--- config.mk ---
export PLATFORM = sky130hd
export DESIGN_NAME = garage_door_actuator
export DESIGN_NICKNAME = d
export VERILOG_FILES = /design/src/rtl/garage_door_actuator.sv
export SDC_FILE = /design/constraint.sdc
export NUM_CORES = 1
export LEC_CHECK = 0
export BUFFER_PORTS_ARGS = -buffer_cell sky130_fd_sc_hd__buf_2
export CORE_MARGIN = 2
export CORE_UTILIZATION = 45
export DETAILED_ROUTE_END_ITERATION = 16
export PLACE_DENSITY = 0.65
export SKIP_CTS_REPAIR_TIMING = 1
export SLEW_MARGIN = 20
export SYNTH_ARGS = -nofsm -noshare
export SYNTH_HDL_FRONTEND = slang
export SYNTH_SLANG_ARGS = --single-unit
--- constraint.sdc ---
create_clock -name CLK -period 7.25 [get_ports CLK]
set_input_delay 0.725 -clock CLK [delete_from_list [all_inputs] [get_ports CLK]]
set_output_delay 0.725 -clock CLK [all_outputs]
set_load 0.02 [all_outputs]
--- src/rtl/garage_door_actuator.sv ---
// garage_door_actuator: motorised door controller.
// The door spins the motor up for SPIN_CYCLES, then steps its position one unit per cycle
// between closed (0) and fully open (TRAVEL_CYCLES).
// Opposing commands drive the FSM into FAULT.
// All outputs are registered, and the limit flags track the next position.
// Optional feature macro: OBSTRUCTION_EN adds the Obstruct input and a sticky Obstructed
// output. With it defined, closing stops when an obstruction is seen.
module garage_door_actuator #(
  parameter int unsigned TRAVEL_CYCLES = 8,
  parameter int unsigned SPIN_CYCLES   = 2,
  parameter int unsigned POS_W         = 8
) (
  input  logic             CLK,
  input  logic             RST,
  input  logic             UP_M,
  input  logic             DN_M,
`ifdef OBSTRUCTION_EN
  input  logic             Obstruct,
  output logic             Obstructed,
`endif
  output logic             UP_Max,
  output logic             DN_Max,
  output logic [POS_W-1:0] Position,
  output logic             Moving,
  output logic             Fault
);

  localparam int unsigned CNT_W = (SPIN_CYCLES > 1) ? $clog2(SPIN_CYCLES) : 1;
  localparam logic [CNT_W-1:0] SPIN_LAST = CNT_W'(SPIN_CYCLES - 1);
  localparam logic [POS_W-1:0] POS_TOP   = POS_W'(TRAVEL_CYCLES);
  localparam logic [POS_W-1:0] POS_ONE   = POS_W'(1);

  localparam logic [2:0] ST_STOPPED = 3'd0;
  localparam logic [2:0] ST_SPIN_UP = 3'd1;
  localparam logic [2:0] ST_SPIN_DN = 3'd2;
  localparam logic [2:0] ST_MOVE_UP = 3'd3;
  localparam logic [2:0] ST_MOVE_DN = 3'd4;
  localparam logic [2:0] ST_FAULT   = 3'd5;

  logic [2:0]       r_state;
  logic [POS_W-1:0] r_pos;
  logic [CNT_W-1:0] r_cnt;
  logic             r_up_max;
  logic             r_dn_max;
  logic             r_moving;
  logic             r_fault;

  logic [2:0]       w_state_nxt;
  logic [POS_W-1:0] w_pos_nxt;
  logic [CNT_W-1:0] w_cnt_nxt;
  logic             w_both;
  logic             w_up_only;
  logic             w_dn_only;
  logic             w_obstruct;
  logic             w_obst_hit;

  assign w_both    = UP_M & DN_M;
  assign w_up_only = UP_M & ~DN_M;
  assign w_dn_only = DN_M & ~UP_M;

`ifdef OBSTRUCTION_EN
  assign w_obstruct = Obstruct;
`else
  assign w_obstruct = 1'b0;
`endif

  // An obstruction only matters while heading down; a fault request still wins.
  assign w_obst_hit = w_obstruct & ~w_both &
                      ((r_state == ST_SPIN_DN) | (r_state == ST_MOVE_DN));

  // Next state, position and spin counter.
  always_comb begin
    w_state_nxt = r_state;
    w_pos_nxt   = r_pos;
    w_cnt_nxt   = r_cnt;
    if (w_both) begin
      // Conflicting commands fault from anywhere; position is frozen.
      w_state_nxt = ST_FAULT;
    end else begin
      case (r_state)
        ST_FAULT: begin
          if (!UP_M && !DN_M) begin
            w_state_nxt = ST_STOPPED;
          end
        end
        ST_STOPPED: begin
          // Commands toward a limit already reached are ignored.
          if (w_up_only && (r_pos < POS_TOP)) begin
            w_state_nxt = ST_SPIN_UP;
            w_cnt_nxt   = '0;
          end else if (w_dn_only && (r_pos != '0) && !w_obstruct) begin
            w_state_nxt = ST_SPIN_DN;
            w_cnt_nxt   = '0;
          end
        end
        ST_SPIN_UP: begin
          if (!w_up_only) begin
            w_state_nxt = ST_STOPPED;
          end else if (r_cnt == SPIN_LAST) begin
            w_state_nxt = ST_MOVE_UP;
          end else begin
            w_cnt_nxt = r_cnt + 1'b1;
          end
        end
        ST_SPIN_DN: begin
          if (!w_dn_only || w_obst_hit) begin
            w_state_nxt = ST_STOPPED;
          end else if (r_cnt == SPIN_LAST) begin
            w_state_nxt = ST_MOVE_DN;
          end else begin
            w_cnt_nxt = r_cnt + 1'b1;
          end
        end
        ST_MOVE_UP: begin
          if (!w_up_only) begin
            w_state_nxt = ST_STOPPED;
          end else if (r_pos < POS_TOP) begin
            w_pos_nxt = r_pos + POS_ONE;
            // Stop on the same edge that lands on the upper limit.
            if ((r_pos + POS_ONE) == POS_TOP) begin
              w_state_nxt = ST_STOPPED;
            end
          end else begin
            w_state_nxt = ST_STOPPED;
          end
        end
        ST_MOVE_DN: begin
          if (!w_dn_only || w_obst_hit) begin
            w_state_nxt = ST_STOPPED;
          end else if (r_pos != '0) begin
            w_pos_nxt = r_pos - POS_ONE;
            if (r_pos == POS_ONE) begin
              w_state_nxt = ST_STOPPED;
            end
          end else begin
            w_state_nxt = ST_STOPPED;
          end
        end
        default: begin
          w_state_nxt = ST_STOPPED;
        end
      endcase
    end
  end

  // State, position and spin counter registers.
  always_ff @(posedge CLK or posedge RST) begin
    if (RST) begin
      r_state <= ST_STOPPED;
      r_pos   <= '0;
      r_cnt   <= '0;
    end else begin
      r_state <= w_state_nxt;
      r_pos   <= w_pos_nxt;
      r_cnt   <= w_cnt_nxt;
    end
  end

  // Status outputs are decoded from next-state values so they change with Position.
  always_ff @(posedge CLK or posedge RST) begin
    if (RST) begin
      r_up_max <= 1'b0;
      r_dn_max <= 1'b1;
      r_moving <= 1'b0;
      r_fault  <= 1'b0;
    end else begin
      r_up_max <= (w_pos_nxt == POS_TOP);
      r_dn_max <= (w_pos_nxt == '0);
      r_moving <= (w_state_nxt == ST_MOVE_UP) || (w_state_nxt == ST_MOVE_DN);
      r_fault  <= (w_state_nxt == ST_FAULT);
    end
  end

`ifdef OBSTRUCTION_EN
  logic r_obstructed;

  // Sticky obstruction flag, cleared only when a new opening run starts.
  always_ff @(posedge CLK or posedge RST) begin
    if (RST) begin
      r_obstructed <= 1'b0;
    end else if ((w_state_nxt == ST_SPIN_UP) && (r_state != ST_SPIN_UP)) begin
      r_obstructed <= 1'b0;
    end else if (w_obst_hit) begin
      r_obstructed <= 1'b1;
    end
  end

  assign Obstructed = r_obstructed;
`endif

  assign UP_Max   = r_up_max;
  assign DN_Max   = r_dn_max;
  assign Position = r_pos;
  assign Moving   = r_moving;
  assign Fault    = r_fault;

endmodule

---- Word level (Yosys, flattened, before mapping) ----
Index checks and enable logic that the tools add are counted.
word-level totals
  register bits ........................... 16
  latch bits .............................. 0
  bits in writable memories ............... 0
  ROM bits ................................ 0
  input bits .............................. 4
  output and inout port bits .............. 12
  logic and storage cells ................. 69
  memories kept ........................... 0
operators by class
  add/sub/neg operators ................... 3
  $mul .................................... 0
  divide/modulo/power cells ............... 0
  $lt $le $gt $ge ......................... 1
  equality and inequality tests ........... 14
  shift operators ......................... 0
  multiplexer cells ....................... 27
  bitwise logic cells ..................... 6
  reductions and logical operators ........ 11
operators with widths
  cell                                                         count
  two-way mux 3 bit                                            14
  two-way mux 8 bit                                            5
  case mux 3 bit (6 select lines)                              1
  == test 8 x 4 -> 1 bit (second input constant)               2
  case mux 8 bit (2 select lines)                              1
  == test 3 bit (second input constant)                        4
  == test 3 x 2 -> 1 bit (second input constant)               3
  adder 8 x 1 -> 8 bit (second input constant)                 1
  == test 8 x 1 -> 1 bit (second input constant)               1
  zero test 8 bit                                              1
  less-than comparator 8 x 4 -> 1 bit (second input constant)  1
  nonzero test 8 bit                                           1
  subtractor 8 x 1 -> 8 bit (second input constant)            1
  two-way mux 1 bit                                            5
  AND reduction 5 bit                                          1
  inequality test 2 bit (second input constant)                2
  AND 1 bit                                                    3
  == test 3 x 1 -> 1 bit (second input constant)               1
  logical AND 1 bit                                            3
  zero test 3 bit                                              1
  inequality test 3 bit (second input constant)                1
  inverter 1 bit                                               3
  case mux 1 bit (3 select lines)                              1
  nonzero test 3 bit                                           1
  3 further kinds                                              4

---- Logic depth before layout (Yosys ltp) ----
Gate-level depths: netlist (run 1).
  depth after elaboration ................. 9
  mapped depth ............................ 8
  depth with buffers taken out ............ 8

---- Worst setup path before layout (run 1) ----
Ideal clock, no wire load.
  path type ............................... input to register
  from .................................... input UP_M
  to ...................................... register r_up_max, in the netlist UP_Max
  library setup time ...................... 0.080 ns
  arrival ................................. 2.458 ns
  required time ........................... 7.170 ns
  setup slack ............................. 4.713 ns
  stages .................................. 7
  path buffers ............................ 1
  cell sequence ........................... clkbuf_1 -> nor4b_2 -> nand4_1 -> mux2i_1 -> a211o_1 -> or4_4 -> nor3b_2
between the ends
  longest elaborated chain between the ends .. 6
  elaborated cells on any way between the ends .. 9
  classes of those cells .................. 1 x eq/ne; 4 x mux; 4 x bitwise
RTL lines
  what                             line  source
  start, declared                  15    input logic UP_M,
  inverter 1 bit                   59    assign w_dn_only = DN_M & ~UP_M;
  AND 1 bit                        59
  two-way mux 8 bit                128   if (!w_dn_only || w_obst_hit) begin
  case mux 8 bit (2 select lines)  80    case (r_state)
  two-way mux 8 bit *              76    if (w_both) begin
  net w_pos_nxt[7]                 49    logic [POS_W-1:0] w_pos_nxt;
  == test 8 x 4 -> 1 bit *         167   r_up_max <= (w_pos_nxt == POS_TOP);
  end signal, assigned             167
  end, declared                    43    logic r_up_max;
Mark *: on every way through the listed nets, which the timed path passes. The rest lies on a longest branch.
A chain may end at the register's enable or synchronous reset.

---- Worst setup path after layout (run 1) ----
  from .................................... register r_pos[4], in the netlist Position[4]
  to ...................................... register r_dn_max, in the netlist DN_Max
between the ends
  longest elaborated chain between the ends .. 6
  elaborated cells on any way between the ends .. 11
  classes of those cells .................. 2 x add/sub; 1 x order compare; 6 x mux; 2 x reduce/logical
RTL lines
  what                                               line      source
  start, declared                                    41        logic [POS_W-1:0] r_pos;
  start signal, assigned                             154       r_pos <= w_pos_nxt;
  subtractor 8 x 1 -> 8 bit (tied with other cells)  131       w_pos_nxt = r_pos - POS_ONE;
  two-way mux 8 bit (on tied branches)               130, 117
  two-way mux 8 bit (on tied branches)               128, 115
  case mux 8 bit (2 select lines)                    80
  two-way mux 8 bit *                                76
  zero test 8 bit *                                  168       r_dn_max <= (w_pos_nxt == '0);
  end signal, assigned                               168
  end, declared                                      44        logic r_dn_max;
Mark *: on every way between the ends. The rest lies on a longest branch, timed or not.

==> results of run 1 <==
[area by class of cell]
cell class / count / area, µm²
Fill cell: 233 / 1050
Multi-Input combinational cell: 90 / 631
Sequential cell: 16 / 402
Timing Repair Buffer: 15 / 75.1
Clock buffer: 4 / 36.3
Tap cell: 28 / 35.0
Inverter: 8 / 30.0
[kinds of logic (layout without fill, tap and decap cells)]
logic type | count (synthesis) | in the layout | share of synthesized area [%]
DFF | 16 | 16 | 36.6
and+or+nand+nor | 51 | 51 | 28.4
xor gates and xnor gates | 2 | 2 | 1.60
adders and majority gates | 4 | 4 | 4.56
AOI/OAI and AO/OA | 30 | 30 | 20.2
buffers and inverters | 15 | 27 | 5.93
muxes | 3 | 3 | 2.74
[worst max-delay path by stage]
stage                     start  depth (start not counted)  slack [ps]      to
finish              Position[4]                          6        4470  DN_Max
global route        Position[4]                          6        4260  DN_Max
CTS                 Position[4]                          6        4510  DN_Max
detailed placement         UP_M                          7        4540  DN_Max
global placement    Position[0]                          8        4570  DN_Max
floorplan                  UP_M                          7        4710  UP_Max
[cells in the final DEF, fill, tap and decap left out, types with 2 or more instances in the layout]
cell | synthesis | final
nor2b_1 | 3 | 3
nor3_1 | 6 | 6
and2_1 | 3 | 3
nand2_1 | 9 | 9
xnor2_1 | 2 | 2
or4_4 | 2 | 2
buf_2 | 1 | 15
o2111ai_1 | 2 | 2
mux2i_1 | 3 | 3
o21ai_0 | 4 | 4
a31oi_1 | 5 | 5
nand3_1 | 2 | 2
nand4_1 | 3 | 3
nor2_1 | 8 | 8
nor3b_1 | 2 | 2
a21oi_1 | 3 | 3
inv_1 | 8 | 8
dfrtp_1 | 15 | 15
o31ai_1 | 4 | 4
clkbuf_4 | 0 | 3
ha_1 | 4 | 4
nand2b_1 | 4 | 4
nor3b_2 | 2 | 2
[power groups by stage]
stage	Combinational, mW	Sequential, mW	Clock [mW]
2_1_floorplan	0.128	0.166	0
3_3_place_gp	0.177	0.160	0
3_5_place_dp	0.180	0.161	0
4_1_cts	0.180	0.159	0.0620
5_1_grt	0.199	0.167	0.0661
6_report	0.181	0.159	0.0591
[worst max-delay path, stage by stage (launching register included)]
cell and delay (ps):
dfrtp_1 480, nor4_1 850, nand3_1 410, mux2i_1 250, a22oi_1 110, or4_4 440
nor3_1 170
[metrics by stage]
step / area, µm² / hold slack, ps / worst slack (ps) / utilization [%]
2_1_floorplan: 1100 / 483 / 4710 / -
3_5_place_dp: 1170 / 556 / 4540 / 52.0
4_1_cts: 1210 / 505 / 4510 / 53.6
5_1_grt: 1210 / 529 / 4260 / 53.6
3_3_place_gp: 1170 / 519 / 4570 / 52.0
6_report: 1210 / 487 / 4470 / 53.6
[state kept, by name, summed over array words and instances (netlist names)]
signal and cells:
DN_Max 1, Fault 1, Moving 1, Position 8, UP_Max 1, r_cnt 1
r_state 3
[layer usage]
metal | share of wire (%) | track usage (%) | vias up
met4 | 1.4 | 6.41 | 0
met2 | 49 | 34.2 | 20
met1 | 46 | 26.1 | 477
met3 | 4.0 | 5.37 | 6
li1 | - | - | 476
met5 | 0 | 0 | -
==> metrics, run 1 <==
Worst Skew=3.52 ps; Int Pwr=between 0.2 and 0.25 mW; GR Util All Layers=approximately a fifth; Lkg Pwr=0.545 nW; logic gate share of total power=45.3%; Post-synth EDFFs=0; Final ANT Viol Nets=0; Vias/cell=6.08; Final nets=142; worst-margin pin slew=946 ps; FF-to-FF End=DN_Max; Cell Area, Synth=roughly 0.0011 mm²; Chip Height=between 50 and 60 µm; first-pass GRT wire length=about 4300 µm; routed via count=between 900 and 1000; CP Class=flop to flop; drt pass-1 iters=4; unrepaired setup endpoints after global routing=false; top post-synthesis cells by area=dfrtp_1 (34%), ha_1 (4.6%), nand2_1 (3.1%), a31oi_1 (2.9%), mux2i_1 (2.7%); result of the run=completed; synthesis-to-layout area growth=10.1%; Post-synth ARST share=100%; setup_tns=0 ps; fin crit share=roughly two fifths; Iter 0 DRT Violations=36; core area=0.00225 mm²; total CTS buffers=3; Die Area=roughly 0.0028 mm²; DRT Wirelength=2510 µm; CTS Sinks=16; fin crit period=around 2800 ps; non-filler cells, final=about 160; clock network power share=14.8%; H-Tree Depth=1; Worst EP arrival=2990 ps; Critical Path Start Type=flop; vias in the first global route=around 940; Final Setup Violations=0; Yosys cell types=44; Seq cells post-synth=16; Antenna Cells=0; layout cell share with drive strength beyond 1=22.6%; CP Data Required Time=7460 ps; Pwr Total=~0.4 mW; f_max=359 MHz; Starting Density=48.7%; RePlAce Congestion=about 0.87; CTS tree=yes; std cell rows=17; CP Max Fanout=10; Slew Limit Headroom=about 36%; switch share=45.6%; area share of the largest cell type after synthesis=34.2%; R2R Path Start=Position[4]; R2R cell count=6; Gate Count Post-Synth=around 120; PortBufs=15; top_reg_cell synth=dfrtp_1; Synth Net Count=129; initial antenna violation count=0; routed wire length per instance=15.6 µm; count leader, synth=dfrtp_1; I/O Pins=16; synth cell count leaders=dfrtp_1 (15), nand2_1 (9), inv_1 (8), nor2_1 (8), nor3_1 (6); Max Slew Vio Count=0; clock-pin slew on the worst setup and hold paths=roughly 100 ps; Clock Latency Late Sink=290 ps; Worst setup EP type=flop; Max Cap Violations=0; Clock Path Buffers=2; Overflow after GRT=0; placed cells=157; pin count of the biggest net entering global routing=17; worst vdd ir=198 µV; root buffer cell=clkbuf_4; sequential power share=39.9%; largest area contributor in the netlist=dfrtp_1; synthesized area per cell=9.07 µm²; power per cell area=331 mW/mm²; Net Switching=0.182 mW; FF-to-FF setup slack=roughly 4500 ps; synth warn=0; post-DP HPWL=1930 µm; part of the Yosys area used for sequential elements=36.6%; Worst Hold Class=input pin to asynchronous set/reset pin; Final Hold Viols=0; drt drc=0; DIE WIDTH=53.4 µm
Note: power is estimated with default switching activity, not from simulation.
==> run 2, diff against run 1 <==
--- a/config.mk
+++ b/config.mk
@@ -9,7 +9,7 @@
 export CORE_MARGIN = 2
 export CORE_UTILIZATION = 45
 export DETAILED_ROUTE_END_ITERATION = 16
-export PLACE_DENSITY = 0.65
+export PLACE_DENSITY = 0.68
 export SKIP_CTS_REPAIR_TIMING = 1
 export SLEW_MARGIN = 20
 export SYNTH_ARGS = -nofsm -noshare
==> constraint.sdc (replaced) <==
create_clock -name CLK -period 2.4 [get_ports CLK]
set_input_delay 0.24 -clock CLK [delete_from_list [all_inputs] [get_ports CLK]]
set_output_delay 0.24 -clock CLK [all_outputs]
set_load 0.02 [all_outputs]
==> run 2 against run 1 <==
Net effect: the flow now finishes with violations (negative hold slack); largest power group unchanged; critical path type unchanged; cell count is 12% higher; global-route usage is 1.5 points higher; clock skew is 0.53 ps higher.
==> metrics, run 2 (same netlist as run 1, synthesis figures left out) <==
non-filler cells, final=between 150 and 200; unrepaired setup endpoints after global routing=true; met2 wire length=1450 µm; clock-pin slew on the worst setup and hold paths=90 ps; core area=0.00225 mm²; layout cell share with drive strength beyond 1=38.6%; pin count of the biggest net entering global routing=17; PortBufs=15; Clock Path Buffers=2; Worst EP arrival=2580 ps; highest metal used=met4; Max Slew Vio Count=0; Overflow after GRT=0; Layout fillers=196; violated checks=negative hold slack; Max Cap Violations=0; post-route setup slack=41.6 ps; Critical Path Start Type=flop; Slew Limit Headroom=60.1%; fin crit period=2360 ps; CP Max Fanout=4; CTS Sinks=16; Die Area=approximately 0.0028 mm²; initial antenna violation count=0; Final nets=162; I/O Pins=16; Starting Density=roughly half; routed via count=1097; drt drc=0; Post-Place Cell Area=0.00133 mm²; worst-margin pin slew=598 ps; Final Setup Violations=0; DIE WIDTH=53.4 µm; worst vdd ir=739 µV; Iter 0 DRT Violations=40; H-Tree Depth=1; RePlAce Congestion=0.892; Antenna Cells=0; DRT Wirelength=2990 µm; fin crit share=between 90 and 100%; CP Data Required Time=between 2000 and 3000 ps; most frequent cells in the layout=buf_4 (20), buf_2 (15), dfrtp_1 (12); Lkg Pwr=0.648 nW; WL met1=1240 µm; Place WS=13.4 ps; GR Util All Layers=22.2%; result of the run=finished with violations; Chip Height=around 53 µm; most common cell after layout, fill and taps aside=buf_4; power per cell area=1010 mW/mm²; area of the multi-input gates=676 µm²; drt pass-1 iters=4; post-route cell area=0.00141 mm²; CP Class=flop to flop; Worst setup EP type=flop; synthesis-to-layout area growth=28.5%; met3 wire length=between 200 and 300 µm; worst hold slack=-6.11 ps; max reg flops=8; vias in the first global route=981; f_max=424 MHz; placed cells=around 180; routed wire length per instance=16.5 µm; Util after Layout=62.5%; root buffer cell=clkbuf_4; Worst Skew=4.05 ps; Vias/cell=6.06; Clock Latency Late Sink=290 ps; CTS tree=yes; std cell rows=17; Final Hold Viols=8; total CTS buffers=3; first-pass GRT wire length=about 4500 µm; post-DP HPWL=2160 µm; Worst Hold Class=input pin to asynchronous set/reset pin; FF/Latch Area=just over 400 µm²; Final ANT Viol Nets=0
-- run 2: changes by cell type in the layout (fill, tap and decap cells not counted), moves of 2 or more --
cell,before,now
buf_4,0,20
dfrtp_1,15,12
dfrtp_2,0,3
inv_1,8,6
nor3_1,6,4
-- run 2: report_power, final --
part / internal [mW] / switching [mW]
combinational: 0.351 / 0.472
sequential: 0.353 / 0.0711
clock: 0.0926 / 0.0881
-- run 2: layout make-up --
class | instances | share of cell area [%]
Sequential cell | 16 | 28.7
Timing Repair Buffer | 35 | 16.0
Tap cell | 28 | 2.48
Inverter | 8 | 2.31
Multi-Input combinational cell | 90 | 47.9
Clock buffer | 4 | 2.57
-- run 2: through the flow --
step	TNS [ps]	total power [mW]
final	0	1.43
after global routing	-83.8	1.51
after CTS	-21.3	1.36
after detailed placement	0	1.17
after global placement	0	1.15
after floorplan	0	0.904
-- run 2: worst paths after layout --
check                               to  slack, ps  cells past startpoint   startpoint
min in group CLK           Position[7]        360                      4         UP_M
min                             Moving         -6                      2          RST
min reg2reg                      r_cnt        560                      2        r_cnt
max reg2reg                     UP_Max         40                      8  Position[0]
max in group asynchronous  Position[1]       1980                      2          RST
max                             UP_Max         40                      8  Position[0]
-- run 2: worst max-delay path, cell delays in order (launching register included) --
cell	delay [ps]
dfrtp_2	430
inv_4	70
ha_4	130
or3b_4	420
o31ai_4	190
mux2i_1	110
a211o_1	270
or4_4	500
nor3b_2	160
-- run 2: per-layer routing --
layer	GRT usage, %	up-vias
li1	-	509
met1	28.8	517
met2	36.8	65
met3	5.08	6
met4	5.56	0
met5	0	-
==> run 3, diff against run 2 <==
--- a/config.mk
+++ b/config.mk
@@ -5,11 +5,12 @@
 export SDC_FILE = /design/constraint.sdc
 export NUM_CORES = 1
 export LEC_CHECK = 0
+export ABC_AREA = 1
 export BUFFER_PORTS_ARGS = -buffer_cell sky130_fd_sc_hd__buf_2
 export CORE_MARGIN = 2
 export CORE_UTILIZATION = 45
 export DETAILED_ROUTE_END_ITERATION = 16
-export PLACE_DENSITY = 0.68
+export PLACE_DENSITY = 0.67
 export SKIP_CTS_REPAIR_TIMING = 1
 export SLEW_MARGIN = 20
 export SYNTH_ARGS = -nofsm -noshare
==> constraint.sdc (replaced) <==
create_clock -name CLK -period 2.4 [get_ports CLK]
set_input_delay 0.48 -clock CLK [delete_from_list [all_inputs] [get_ports CLK]]
set_output_delay 0.48 -clock CLK [all_outputs]
set_load 0.02 [all_outputs]
==> run 3 against run 2 <==
Net effect: the flow now finishes without violations; power decreased by 5.2%; combinational power decreased by 13%; sequential power increased by 8.0%; routed wire length increased by 0.50%; fmax increased by 35%; utilization decreased by 9.7 points.
==> metrics, run 3 <==
result of the run=completed; f_max=572 MHz; worst vdd ir=639 µV; max reg flops=8; CP Class=flop to flop; Yosys cell types=28; fin crit period=1750 ps; Post-synth EDFFs=0; unrepaired setup endpoints after global routing=false; Worst EP arrival=1930 ps; routed wire length per instance=12.1 µm; Place WS=699 ps; worst hold slack=between 200 and 250 ps; first-pass GRT wire length=5380 µm; fin crit share=72.8%; PortBufs=15; drt drc=0; std cell rows=19; Seq cells post-synth=16; Final nets=~230; Final Setup Violations=0; core area=0.00278 mm²; post-DP HPWL=approximately 2400 µm; drt pass-1 iters=4; Gate Count Post-Synth=200; clock-pin slew on the worst setup and hold paths=about 100 ps; total CTS buffers=3; part of the Yosys area used for sequential elements=30.3%; Net Switching=0.691 mW; Cell Area, Synth=roughly 0.0013 mm²; Int Pwr=around 0.66 mW; CP Data Required Time=between 2000 and 3000 ps; routed via count=1298; CP Max Fanout=7; Max Slew Vio Count=0; CP startpoint=r_state[0]; power per cell area=920 mW/mm²; Vias/cell=roughly 5.2; Lkg Pwr=0.787 nW; I/O Pins=16; Final Hold Viols=0; synthesis-to-layout area growth=11.0%; post-route setup slack=653 ps; R2R Path Start=r_state[0]; top_reg_cell synth=dfrtp_1; Chip Height=58.3 µm; sequential power share=about a third; Clock Path Buffers=2; R2R cell count=10; Worst setup EP type=flop; synth cell count leaders=nand2_1 (43), nor2_1 (31), inv_1 (23); Worst Hold Class=input pin to asynchronous set/reset pin; Starting Density=47.6%; switch share=approximately half; top post-synthesis cells by area=dfrtp_1 (28%), nand2_1 (12%), nor2_1 (8.8%), nand3_1 (7.9%), inv_1 (6.5%); DRT Wirelength=3000 µm; CTS Sinks=16; initial antenna violation count=0; clock network power share=13.3%; Antenna Cells=0; pin count of the biggest net entering global routing=17; Worst Skew=6.05 ps; most frequent cells in the layout=nand2_1 (43), nor2_1 (31), inv_1 (23); Iter 0 DRT Violations=23; worst-margin pin slew=just under 600 ps; synth warn=0; vias in the first global route=1191; RePlAce Congestion=0.925; Clock Latency Late Sink=290 ps; most common cell after layout, fill and taps aside=nand2_1; Post-synth ARST share=100%; setup_tns=0 ps; CTS tree=yes; logic gate share of total power=52.9%; largest area contributor in the netlist=dfrtp_1; GR Util All Layers=approximately a fifth; area share of the largest cell type after synthesis=about 28%; Overflow after GRT=0; synthesized area per cell=6.63 µm²; Synth Net Count=208; Critical Path Start Type=flop; Final ANT Viol Nets=0; count leader, synth=nand2_1; Die Area=0.00339 mm²; H-Tree Depth=1; root buffer cell=clkbuf_4; Slew Limit Headroom=60.8%; Pwr Total=1.35 mW; Max Cap Violations=0; layout cell share with drive strength beyond 1=24.3%; DIE WIDTH=approximately 58 µm
==> run 3: cell count changes in the layout (fill, tap and decap cells not counted), moves of 6 or more <==
cell,change
nand2_1,+34
nor2_1,+23
buf_4,-20
nand3_1,+19
inv_1,+17
inv_2,+6
nand3_2,+6
nor2_2,+6
==> run 3: metrics by stage <==
stage | util (%) | instances | cell area (µm²)
2_1_floorplan | - | 200 | 1330
3_3_place_gp | 51.6 | 245 | 1430
3_5_place_dp | 51.6 | 245 | 1430
4_1_cts | 52.9 | 249 | 1470
5_1_grt | 52.9 | 249 | 1470
6_report | 52.9 | 249 | 1470
==> run 3: logic make-up (layout without fill, tap and decap cells) <==
family,after synthesis,count (layout),synth area share [%]
AOI/OAI and AO/OA,17,17,7.55
xor gates and xnor gates,2,2,1.32
adders and majority gates,4,4,3.78
buffers and inverters,36,54,10.6
DFF,16,16,30.3
and+or+nand+nor,125,125,46.5
==> run 3: power groups by stage <==
stage	registers [mW]	clock network (mW)	logic (mW)
floorplan	0.490	0	0.499
global placement	0.465	0	0.713
detailed placement	0.463	0	0.710
CTS	0.458	0.186	0.714
global route	0.477	0.196	0.810
finish	0.458	0.180	0.715
==> run 3: cell type report <==
cell class / count / area, µm²
sequential: 16 / 402
inverter: 35 / 135
timing repair buffer: 15 / 75.1
tap: 31 / 38.8
clock buffer: 4 / 36.3
fill: 294 / 1310
multi-input combinational: 148 / 783
==> run 3: worst max-delay path, stage by stage, from the launching register on <==
cell and delay [ps]:
dfrtp_1 460, inv_1 100, nand3_1 180, inv_4 130, nand2_1 130, a21oi_2 230
nand2_1 70, nor2_1 120, nor2_2 60, nand3_1 100, nor2_1 50
==> run 3: worst paths after layout <==
path | to | slack, ps
max | UP_Max | 650
min | Position[0] | 230
max reg2reg | UP_Max | 650
min in group CLK | r_cnt | 580
max in group asynchronous | Position[4] | 1780
min reg2reg | r_cnt | 580
==> run 3: layer usage <==
layer | track usage, % | routed length (µm)
met1 | 32.2 | 1580
met5 | 0 | 0
met4 | 6.98 | 60
met3 | 1.56 | 149
met2 | 28.9 | 1210
